<file path="src/rtl/wav_dfi_lp_resp.sv">
// PHY-side DFI low-power handshake responder: independent ctrl and data channels,
// each deciding accept/reject, driving ack and the PHY low-power enable, and timing wake-up exit.
module wav_dfi_lp_resp #(
  parameter int ACK_DLY  = 2,
  parameter int TLP_RESP = 8,
  parameter int WK_W     = 6
) (
  input  logic            clock,
  input  logic            reset,
  input  logic            lp_ctrl_req,
  input  logic [WK_W-1:0] lp_ctrl_wakeup,
  input  logic            lp_data_req,
  input  logic [WK_W-1:0] lp_data_wakeup,
  input  logic            cfg_lp_en,
  input  logic [WK_W-1:0] cfg_min_wakeup,
  input  logic            phy_busy,
  output logic            lp_ctrl_ack,
  output logic            lp_data_ack,
  output logic            phy_lp_ctrl_en,
  output logic            phy_lp_data_en,
  output logic [WK_W-1:0] lp_ctrl_wk_lat,
  output logic [WK_W-1:0] lp_data_wk_lat,
  output logic [1:0]      lp_err
);

  localparam int   DLY_W  = $clog2(ACK_DLY + 1);
  localparam int   CNT_W  = (DLY_W > WK_W) ? DLY_W : WK_W;
  localparam logic ACK_OK = (ACK_DLY < TLP_RESP) ? 1'b1 : 1'b0;

  typedef enum logic [2:0] {
    IDLE   = 3'd0,
    DECIDE = 3'd1,
    LP     = 3'd2,
    WAKE   = 3'd3,
    REJECT = 3'd4
  } lp_state_t;

  for (genvar c = 0; c < 2; c++) begin : g_ch
    lp_state_t       state_r, state_nx;
    logic [CNT_W-1:0] cnt_r, cnt_nx;
    logic [WK_W-1:0] lat_r, lat_nx;
    logic            err_r, err_nx;
    logic            ack_r, en_r;
    logic            req_s, accept_s, xwk_s;
    logic [WK_W-1:0] wk_s;

    assign req_s    = (c == 0) ? lp_ctrl_req : lp_data_req;
    assign wk_s     = (c == 0) ? lp_ctrl_wakeup : lp_data_wakeup;
    assign accept_s = cfg_lp_en & ~phy_busy & (wk_s >= cfg_min_wakeup) & ACK_OK;

    // An unknown wakeup code at LP exit is flagged in simulation only.
`ifndef SYNTHESIS
    assign xwk_s = $isunknown(wk_s);
`else
    assign xwk_s = 1'b0;
`endif

    // Next-state, counter, latched wakeup and sticky error for this channel
    always_comb begin
      state_nx = state_r;
      cnt_nx   = cnt_r;
      lat_nx   = lat_r;
      err_nx   = err_r;
      case (state_r)
        IDLE: begin
          if (req_s) begin
            state_nx = DECIDE;
            cnt_nx   = CNT_W'(1);
          end else begin
            cnt_nx = '0;
          end
        end
        DECIDE: begin
          if (!req_s) begin
            state_nx = IDLE;
            cnt_nx   = '0;
          end else if (cnt_r == CNT_W'(ACK_DLY)) begin
            cnt_nx = '0;
            if (accept_s) begin
              state_nx = LP;
              lat_nx   = wk_s;
            end else begin
              state_nx = REJECT;
            end
          end else begin
            cnt_nx = cnt_r + CNT_W'(1);
          end
        end
        LP: begin
          if (req_s) begin
            lat_nx = wk_s;
          end else begin
            state_nx = WAKE;
            cnt_nx   = CNT_W'(lat_r);
            err_nx   = err_r | xwk_s;
          end
        end
        WAKE: begin
          // A request during exit is a protocol violation; it is not serviced here.
          err_nx = err_r | req_s;
          if (cnt_r == '0) begin
            state_nx = IDLE;
          end else begin
            cnt_nx = cnt_r - CNT_W'(1);
          end
        end
        REJECT: begin
          if (!req_s) begin
            state_nx = IDLE;
          end else begin
            state_nx = REJECT;
          end
        end
        default: begin
          state_nx = IDLE;
          cnt_nx   = '0;
        end
      endcase
    end

    // State register with ack/enable registered alongside the state they decode
    always_ff @(posedge clock) begin
      if (!reset) begin
        state_r <= IDLE;
        cnt_r   <= '0;
        lat_r   <= '0;
        err_r   <= 1'b0;
        ack_r   <= 1'b0;
        en_r    <= 1'b0;
      end else begin
        state_r <= state_nx;
        cnt_r   <= cnt_nx;
        lat_r   <= lat_nx;
        err_r   <= err_nx;
        ack_r   <= (state_nx == LP) || (state_nx == WAKE);
        en_r    <= (state_nx == LP);
      end
    end
  end

  assign lp_ctrl_ack    = g_ch[0].ack_r;
  assign lp_data_ack    = g_ch[1].ack_r;
  assign phy_lp_ctrl_en = g_ch[0].en_r;
  assign phy_lp_data_en = g_ch[1].en_r;
  assign lp_ctrl_wk_lat = g_ch[0].lat_r;
  assign lp_data_wk_lat = g_ch[1].lat_r;
  assign lp_err         = {g_ch[1].err_r, g_ch[0].err_r};

endmodule
</file>
<file path="config.mk">
export PLATFORM = sky130hd
export DESIGN_NAME = wav_dfi_lp_resp
export DESIGN_NICKNAME = d
export VERILOG_FILES = /design/src/rtl/wav_dfi_lp_resp.sv
export SDC_FILE = /design/constraint.sdc
export NUM_CORES = 1
export LEC_CHECK = 0
export ABC_AREA = 1
export BUFFER_PORTS_ARGS = -buffer_cell sky130_fd_sc_hd__buf_2
export CAP_MARGIN = 25
export CELL_PAD_IN_SITES_DETAIL_PLACEMENT = 0
export CELL_PAD_IN_SITES_GLOBAL_PLACEMENT = 1
export CORE_UTILIZATION = 43
export DETAILED_ROUTE_END_ITERATION = 7
export PLACE_DENSITY_LB_ADDON = 0.1
export REMOVE_ABC_BUFFERS = 1
export SLEW_MARGIN = 20
export SYNTH_ARGS = -nofsm -noshare
export SYNTH_HDL_FRONTEND = slang
export SYNTH_SLANG_ARGS = --single-unit
</file>
<file path="constraint.sdc">
create_clock -name clock -period 3.45 [get_ports clock]
set_input_delay 0.69 -clock clock [delete_from_list [all_inputs] [get_ports clock]]
set_output_delay 0.69 -clock clock [all_outputs]
set_load 0.01 [all_outputs]
</file>
== After elaboration in Yosys (flattened, before gate mapping) ==
Cells that the tools add are included.
Storage, ports and cells
  input port bits: 24
  output and inout port bits: 18
  latch bits: 0
  flip-flop bits (word level): 36
  memory bits (writable): 0
  logic and storage cells: 102
  memories kept: 0
  memory bits (read-only): 0
Operators by class
  mux-type cells: 38
  shift-type cells: 0
  magnitude comparators: 2
  divide/modulo/power cells: 0
  $mul: 0
  bitwise logic cells: 8
  equality and inequality tests: 26
  reductions and logical operators: 12
  $add $sub $neg: 4
Operators by type and width (count)
  2-to-1 mux 6 bit: 16
  one-hot mux 6 bit (5 select lines): 2
  2-to-1 mux 3 bit: 14
  one-hot mux 3 bit (5 select lines): 2
  equality test 3 x 2 -> 1 bit (second input constant): 8
  inequality test 2 bit (second input constant): 12
  one-hot mux 6 bit (2 select lines): 2
  adder 6 x 1 -> 6 bit (second input constant): 2
  equality test 6 x 2 -> 1 bit (second input constant): 2
  greater-or-equal comparator 6 bit: 2
  zero test 6 bit: 2
  subtractor 6 x 1 -> 6 bit (second input constant): 2
  AND reduction 5 bit: 2
  equality test 3 x 1 -> 1 bit (second input constant): 2
  equality test 3 bit (second input constant): 2
  zero test 3 bit: 2
  AND reduction 3 bit: 2
  nonzero test 2 bit: 2
  AND 1 bit: 3
  NOT 1 bit: 3
  logical OR 1 bit: 2
  2-to-1 mux 1 bit: 2
  OR 1 bit: 2

== Depth between registers and ports, before layout ==
Gate-level depths: netlist of run 1.
  word-level depth: 9
  gate-level depth with buffers: 14
  gate-level depth less buffers: 13

== Worst setup path before layout of run 1 ==
Ideal clock, no wire load.
  path type: input-to-reg
  from: in cfg_min_wakeup[5]
  to: reg g_ch[0].lat_r[0], in the netlist lp_ctrl_wk_lat[0]
  path buffers: 1
  setup slack: 1536 ps
  arrival time: 1799 ps
  setup time: 115 ps
  cell stages on the path: 11
  cells stage by stage: inv_1 ha_1 nand2_1 inv_1 a21oi_1 nand2_1 nand3_1 nand2_1 buf_2 a21oi_1 nor2_1
Between the ends
  word-level cells in the longest chain between the ends: 4
Ends and longest elaborated chain
  start: declaration: line 15  | input logic [WK_W-1:0] cfg_min_wakeup,
  greater-or-equal comparator 6 bit: line 49  | assign accept_s = cfg_lp_en & ~phy_busy & (wk_s >= cfg_min_wakeup) & ACK_OK;
  AND 1 bit: line 49
  inequality test 2 bit (no line)
  AND reduction 5 bit (no line)
  end signal: assignment: line 133  | lat_r <= lat_nx;
  end: declaration: line 41  | logic [WK_W-1:0] lat_r, lat_nx;
No other way between the ends.
A chain may end at the register's enable or synchronous reset.

== Final worst setup path of run 1 ==
  from: in cfg_min_wakeup[5]
  to: reg g_ch[0].lat_r[4], in the netlist lp_ctrl_wk_lat[4]
Same word-level chain as after synthesis.

==> results of run 1 <==
## where the power goes
| part | total (W) | internal [W] | switching [W] | leakage, nW |
|---|---|---|---|---|
| combinational | 0.000113 | 0.0000411 | 0.0000714 | 1.03 |
| sequential | 0.000426 | 0.000419 | 0.00000679 | 0.291 |
| clock | 0.000304 | 0.000144 | 0.000159 | 0.0424 |
## logic make-up (layout without fill, tap and decap cells)
family	Yosys count	count (layout)
simple gates	193	193
buf+inv	69	107
compound gates	60	60
flops	36	36
fa+ha+maj	19	19
xor+xnor	7	7
## final cells by class
type | count | area [um^2] | share of cell area
Multi-Input combinational cell | 279 | 1490 | 0.531
Sequential cell | 36 | 721 | 0.256
Inverter | 58 | 218 | 0.0774
Timing Repair Buffer | 41 | 205 | 0.0730
Tap cell | 72 | 90.1 | 0.0320
Clock buffer | 7 | 76.3 | 0.0271
Clock inverter | 1 | 8.76 | 0.00311
## synth_stat cells
master     number  area [um^2]
a21oi_1        34          170
a22oi_1         1         7.51
a31oi_1         2         12.5
buf_1           1         3.75
buf_2           4         20.0
buf_4           3         22.5
buf_6           1         11.3
clkbuf_1        2         7.51
dfxtp_1        36          721
ha_1           19          238
inv_1          53          199
inv_2           5         18.8
nand2_1        98          368
nand2_2         2         12.5
nand3_1        40          200
nand3_2         3         30.0
nand4_1         5         31.3
nand4_2         1         12.5
nor2_1         36          135
nor2_2          3         18.8
nor3_1          3         15.0
nor3_4          2         32.5
o2111ai_1       1         8.76
o211ai_1        4         30.0
o211ai_2        1         12.5
o21a_1          2         15.0
o21ai_0        11         55.1
o21ai_1         2         10.0
o21ai_2         2         17.5
xnor2_1         2         17.5
xor2_1          5         43.8
## metal layers
metal,up-vias,track usage
li1,1313,-
met2,48,0.326
met4,0,0.0556
met5,-,0
met3,7,0.0372
met1,1075,0.307
## flip-flops by register name, summed over array words and instances (netlist names)
register	cells
g_ch.cnt_r	12
g_ch.err_r	2
g_ch.state_r	6
lp_ctrl_ack	1
lp_ctrl_wk_lat	6
lp_data_ack	1
lp_data_wk_lat	6
phy_lp_ctrl_en	1
phy_lp_data_en	1
## metrics by stage
stage / hold slack [ns] / setup WS, ns / instances
floorplan: 0.472 / 1.54 / 373
global placement: 0.444 / 1.27 / 486
detailed placement: 0.457 / 1.26 / 486
CTS: 0.479 / 1.58 / 494
global route: 0.501 / 1.34 / 494
finish: 0.472 / 1.58 / 494
## worst min path at each step
stage	start	slack (ns)	cells after the start	to
after floorplan	g_ch[0].cnt_r[5]	0.47	2	g_ch[0].cnt_r[5]
after global placement	g_ch[0].err_r	0.44	1	g_ch[0].err_r
after detailed placement	g_ch[1].err_r	0.46	1	g_ch[1].err_r
after CTS	g_ch[1].err_r	0.48	1	g_ch[1].err_r
after global routing	g_ch[0].err_r	0.50	1	g_ch[0].err_r
final	g_ch[1].err_r	0.47	1	g_ch[1].err_r
==> metrics.md, run 1 <==
| Metric | Value |
|---|---|
| Gates resized, CTS repair | 0 |
| Wire length on met1 | 3090 um |
| Reg2reg setup slack | 1.67 ns |
| Leak | about 1.4 nW |
| Total power | 0.000843 W |
| Main combinational cell family by area after synthesis | simple AND/OR/NAND/NOR gates |
| TritonCTS Buffers | 5 |
| Worst setup path end | lp_ctrl_wk_lat[4] |
| Adder-cell share of the synthesized area | 0.0952 |
| Die area | 6120 um^2 |
| Routed met2 length | 2560 um |
| Levels on crit path | 11 |
| Die W | 78.2 um |
| Endpoints failing setup | 0 |
| Compound-cell area share of the yosys netlist | 0.136 |
| Slew @ Worst Pin | between 0.5 and 0.6 ns |
| Initial antenna violation count | 0 |
| Crit path buf inv count | 3 |
| Start point of the critical path | cfg_min_wakeup[5] |
| Crit-path cells | buf_2, inv_1, ha_1, nand2_1, inv_1, a21oi_1, nand2_1, nand3_1, nand2_1, a21oi_1, nor2_1 |
| Initial DRC count | roughly 130 |
| DR vias | 2,443 |
| Post-detailed-routing wire length | approximately 5900 um |
| Filler instances | 604 |
| Critical path arrival | 2.06 ns |
| Buffers added on ports | between 40 and 50 |
| Most frequent cells in the layout | nand2_1, inv_1, buf_2 |
| Post-Syn Instances | approximately 380 |
| Setup TNS | 0 ns |
| Final worst-path cycle share | 0.543 |
| Vias in the first global route | 2,218 |
| Hold Path Class | flop to flop |
| Largest net degree at the start of global routing | 20 |
| Max-Cap Viols | 0 |
| HPWL Detailed | about 4600 um |
| Placed cell area | 2730 um^2 |
| Simple-Gate Fraction of Synth Area | 0.343 |
| Most common cell after layout, fill and taps aside | nand2_1 |
| Vias per Instance | between 4 and 5 |
| CTS tree | done |
| Clk Latency, worst-skew pair | 0.29 ns |
| Syn Std Cell Area | 2500 um^2 |
| Fin util | 0.508 |
| Worst path required time | between 3 and 4 ns |
| Unique masters post-synth | 31 |
| Fin. Hold Viols | 0 |
| Area grow syn2layout | 12.6% |
| Top cell by count, worst path | nand2_1 |
| Post-Synth XOR/XNOR Area | 0.0245 |
| Critical path fanouts, max | 13 |
| Worst slew margin | 0.651 |
| Top routing layer in use | met4 |
| Antenna diodes | 0 |
| FF-to-FF End | lp_ctrl_wk_lat[5] |
| Clock Tree Root | clkbuf_8 |
| Slowest stage cell, crit path | ha_1 |
| RR Startpoint | g_ch[0].cnt_r[0] |
| Seq/Total Area, Yosys | 0.289 |
| Row count | 27 |
| Pre-antenna DRT Iters | 5 |
| CP delay by family, top | simple AND/OR/NAND/NOR gates |
| Synth Area per Inst | 6.50 um^2 |
| Clock transition at path regs | 0.08 ns |
| Max frequency | 0.534 GHz |
| Final max-slew violation count | 0 |
| GRT overflow | 0 |
| Critical Path End Type | flop |
| Outcome | completed |
| Worst Path Class, Setup | input pin to flop |
| Max VDD drop | 0.000152 V |
| DR WL/cell | between 10 and 15 um |
| Gr usage total | 0.213 |
| CP startpoint kind | input pin |
| Path depth of the worst reg2reg path | 7 |
| CORE AREA | 5540 um^2 |
| CTS Sinks | 36 |
| Nets@finish | 464 |
| Metal3 WL | ~220 um |
| Ports | 42 |
| Design Area, Final | roughly 2800 um^2 |
| Share of cells above drive strength 1 | 0.156 |
| Die Y | 78.2 um |
| Gpl congestion | roughly 0.86 |
| #FFs+latches synth | 36 |
| Tmin final | 1.87 ns |
| DRC violations left | 0 |
| Clock buffer depth | 2 |
| First-pass GRT wire length | 10,300 um |
| Hold buffer count at CTS | 0 |
| Power Density | 300 nW/um^2 |
| Starting Density | 0.451 |
| H-tree depth | 2 |
| DRT antenna net count | 0 |
| Crit path largest cell delay | around 0.24 ns |
| Multiplexer share of the synthesized area | 0 |
| RSZ-0062 raised after global routing | false |
| Worst Skew | around 0.008 ns |
| Post-CTS setup buffers | 0 |
| Synth Warn # | 0 |
Power figures use the tool's default switching activity.
==> inputs of run 2 (changes only) <==
CORE_UTILIZATION = 39   (was 43)
clock period = 1.8 ns   (was 3.45 ns; I/O delays follow)
==> metrics.md, run 2 (synthesis gave the netlist of run 1 again) <==
| Metric | Value |
|---|---|
| CORE AREA | 6060 um^2 (+9.4%) |
| TritonCTS Buffers | 5 (unchanged) |
| Nets@finish | 478 (+3.0%) |
| GRT overflow | 0 (unchanged) |
| Outcome | completed |
| Critical Path End Type | flop |
| Crit path buf inv count | 2 (-1) |
| Vias per Instance | 4.89 (-1.2%) |
| Crit-path cells | inv_1, ha_1, nand3_1, o21ai_1, nor2_2, inv_2, nand2_1, a21oi_1 |
| DRT antenna net count | 0 (unchanged) |
| Tmin final | 1.60 ns |
| Antenna diodes | 0 (unchanged) |
| Final max-slew violation count | 0 (unchanged) |
| Most common cell after layout, fill and taps aside | nand2_1 |
| Hold Path Class | input pin to flop |
| Max frequency | a little over 0.6 GHz |
| Filler instances | 646 (+7.0%) |
| Levels on crit path | 8 (-3) |
| Slowest stage cell, crit path | dfxtp_1 |
| Worst Skew | 0.00490 ns (-0.00296 ns) |
| Worst setup path end | g_ch[1].cnt_r[5] |
| Share of cells above drive strength 1 | 0.188 (+0.0317) |
| H-tree depth | 2 (unchanged) |
| Gr usage total | 0.204 (-0.00932) |
| Critical path arrival | 1.77 ns (-0.29 ns) |
| Start point of the critical path | g_ch[1].cnt_r[1] |
| Slew @ Worst Pin | 0.526 ns (+0.00276 ns) |
| Reg2reg setup slack | 0.20 ns (-1.47 ns) |
| Clock buffer depth | 2 (unchanged) |
| Largest net degree at the start of global routing | 16 (-20%) |
| Starting Density | 0.412 (-0.0387) |
| Leak | 1.44 nW (+5.8%) |
| Crit path largest cell delay | 0.40 ns (+0.16 ns) |
| Power Density | 575 nW/um^2 (+92%) |
| CTS Sinks | 36 (unchanged) |
| HPWL Detailed | 4890 um (+5.7%) |
| Pre-antenna DRT Iters | 4 (-1) |
| Most frequent cells in the layout | nand2_1, inv_1, buf_2 |
| Initial antenna violation count | 0 (unchanged) |
| CTS tree | done |
| Fin. Hold Viols | 0 (unchanged) |
| Row count | 28 (+3.7%) |
| Die area | 6730 um^2 (+10%) |
| CP delay by family, top | simple AND/OR/NAND/NOR gates |
| RR Startpoint | g_ch[1].cnt_r[1] |
| Design Area, Final | 2930 um^2 (+4.1%) |
| DRC violations left | 0 (unchanged) |
| Buffers added on ports | 41 (unchanged) |
| RSZ-0062 raised after global routing | false |
| Area of the multi-input gates | 1490 um^2 (unchanged) |
| Clk Latency, worst-skew pair | 0.30 ns (about the same) |
| CP startpoint kind | flop |
| Max-Cap Viols | 0 (unchanged) |
| Die W | 82.0 um (+4.9%) |
| DR WL/cell | 12.4 um (+3.4%) |
| Reg area | 721 um^2 (unchanged) |
| Clock transition at path regs | 0.08 ns (about the same) |
| Worst slew margin | 0.649 (-0.00218) |
| Total power | 0.00168 W (+100%) |
| First-pass GRT wire length | 10,400 um (+0.53%) |
| Worst path required time | 1.96 ns (-1.68 ns) |
| Max VDD drop | 0.000241 V (+58%) |
| Die Y | 82.0 um (+4.9%) |
| Post-CTS setup buffers | 0 (unchanged) |
| Gates resized, CTS repair | 0 (unchanged) |
| Hold buffer count at CTS | 0 (unchanged) |
| FF-to-FF End | g_ch[1].cnt_r[5] |
| Post-detailed-routing wire length | 6350 um (+6.9%) |
| Ports | 42 (unchanged) |
| Final worst-path cycle share | 0.891 |
| DR vias | 2,498 (+2.3%) |
| Initial DRC count | 138 (+4.5%) |
| Top reg by flops | g_ch.cnt_r |
| Critical path fanouts, max | 7 (-6) |
| Fin util | 0.483 (-0.0244) |
| Path depth of the worst reg2reg path | 8 (+1) |
| Endpoints failing setup | 0 (unchanged) |
| Gpl congestion | 0.822 (-4.5%) |
| Vias in the first global route | 2,195 (-1.0%) |
| Max FFs per register | 12 (unchanged) |
| Non-Filler Instances | 511 (+3.4%) |
| Area grow syn2layout | 17.3% |
| Placed cell area | 2840 um^2 (+4.0%) |
| Worst Path Class, Setup | flop to flop |
| Placed Cells incl. Taps | 503 (+3.5%) |
| Clock Tree Root | clkbuf_8 |
## run 2: layout make-up
type | instances | share of cell area
clock buffers | 6 | 0.0282
clock inverters | 2 | 0.00342
inverters | 58 | 0.0743
multi-input cells | 279 | 0.510
flip-flops and latches | 36 | 0.246
well taps | 75 | 0.0320
repair buffers | 55 | 0.106
## run 2: through the flow
step / TNS, ns / hold slack, ns / worst slack, ns
4_1_cts: 0 / 0.352 / 0.204
2_1_floorplan: 0 / 0.458 / 0.224
3_5_place_dp: -0.188 / 0.462 / -0.0387
6_report: 0 / 0.343 / 0.196
5_1_grt: 0 / 0.347 / 0.0479
3_3_place_gp: 0 / 0.445 / 0.0201
## run 2: power breakdown
group,switching [W],internal (W),total [W]
combinational,0.000147,0.0000991,0.000246
sequential,0.00000924,0.000804,0.000813
clock,0.000318,0.000306,0.000624
## run 2: worst min-delay path by stage
| stage | startpoint | endpoint | slack (ns) | cells after the start |
|---|---|---|---|---|
| 3_3_place_gp | g_ch[0].err_r | g_ch[0].err_r | 0.45 | 1 |
| 4_1_cts | reset | g_ch[0].state_r[0] | 0.35 | 3 |
| 5_1_grt | reset | g_ch[0].state_r[0] | 0.35 | 3 |
| 3_5_place_dp | g_ch[0].err_r | g_ch[0].err_r | 0.46 | 1 |
| 2_1_floorplan | reset | g_ch[0].state_r[0] | 0.46 | 2 |
| 6_report | reset | g_ch[0].state_r[0] | 0.34 | 3 |
## run 2: per-layer routing
| metal | global-route usage | share of wire |
|---|---|---|
| met2 | 0.302 | 0.42 |
| met3 | 0.0456 | 0.041 |
| met4 | 0.0561 | 0.012 |
| met5 | 0 | 0 |
| met1 | 0.292 | 0.53 |
## run 2: worst register-to-register path: stages, from the launching register on
cell     delay [ns]
dfxtp_1        0.40
inv_1          0.08
ha_1           0.23
nand3_1        0.13
o21ai_1        0.08
nor2_2         0.27
inv_2          0.14
nand2_1        0.09
a21oi_1        0.06
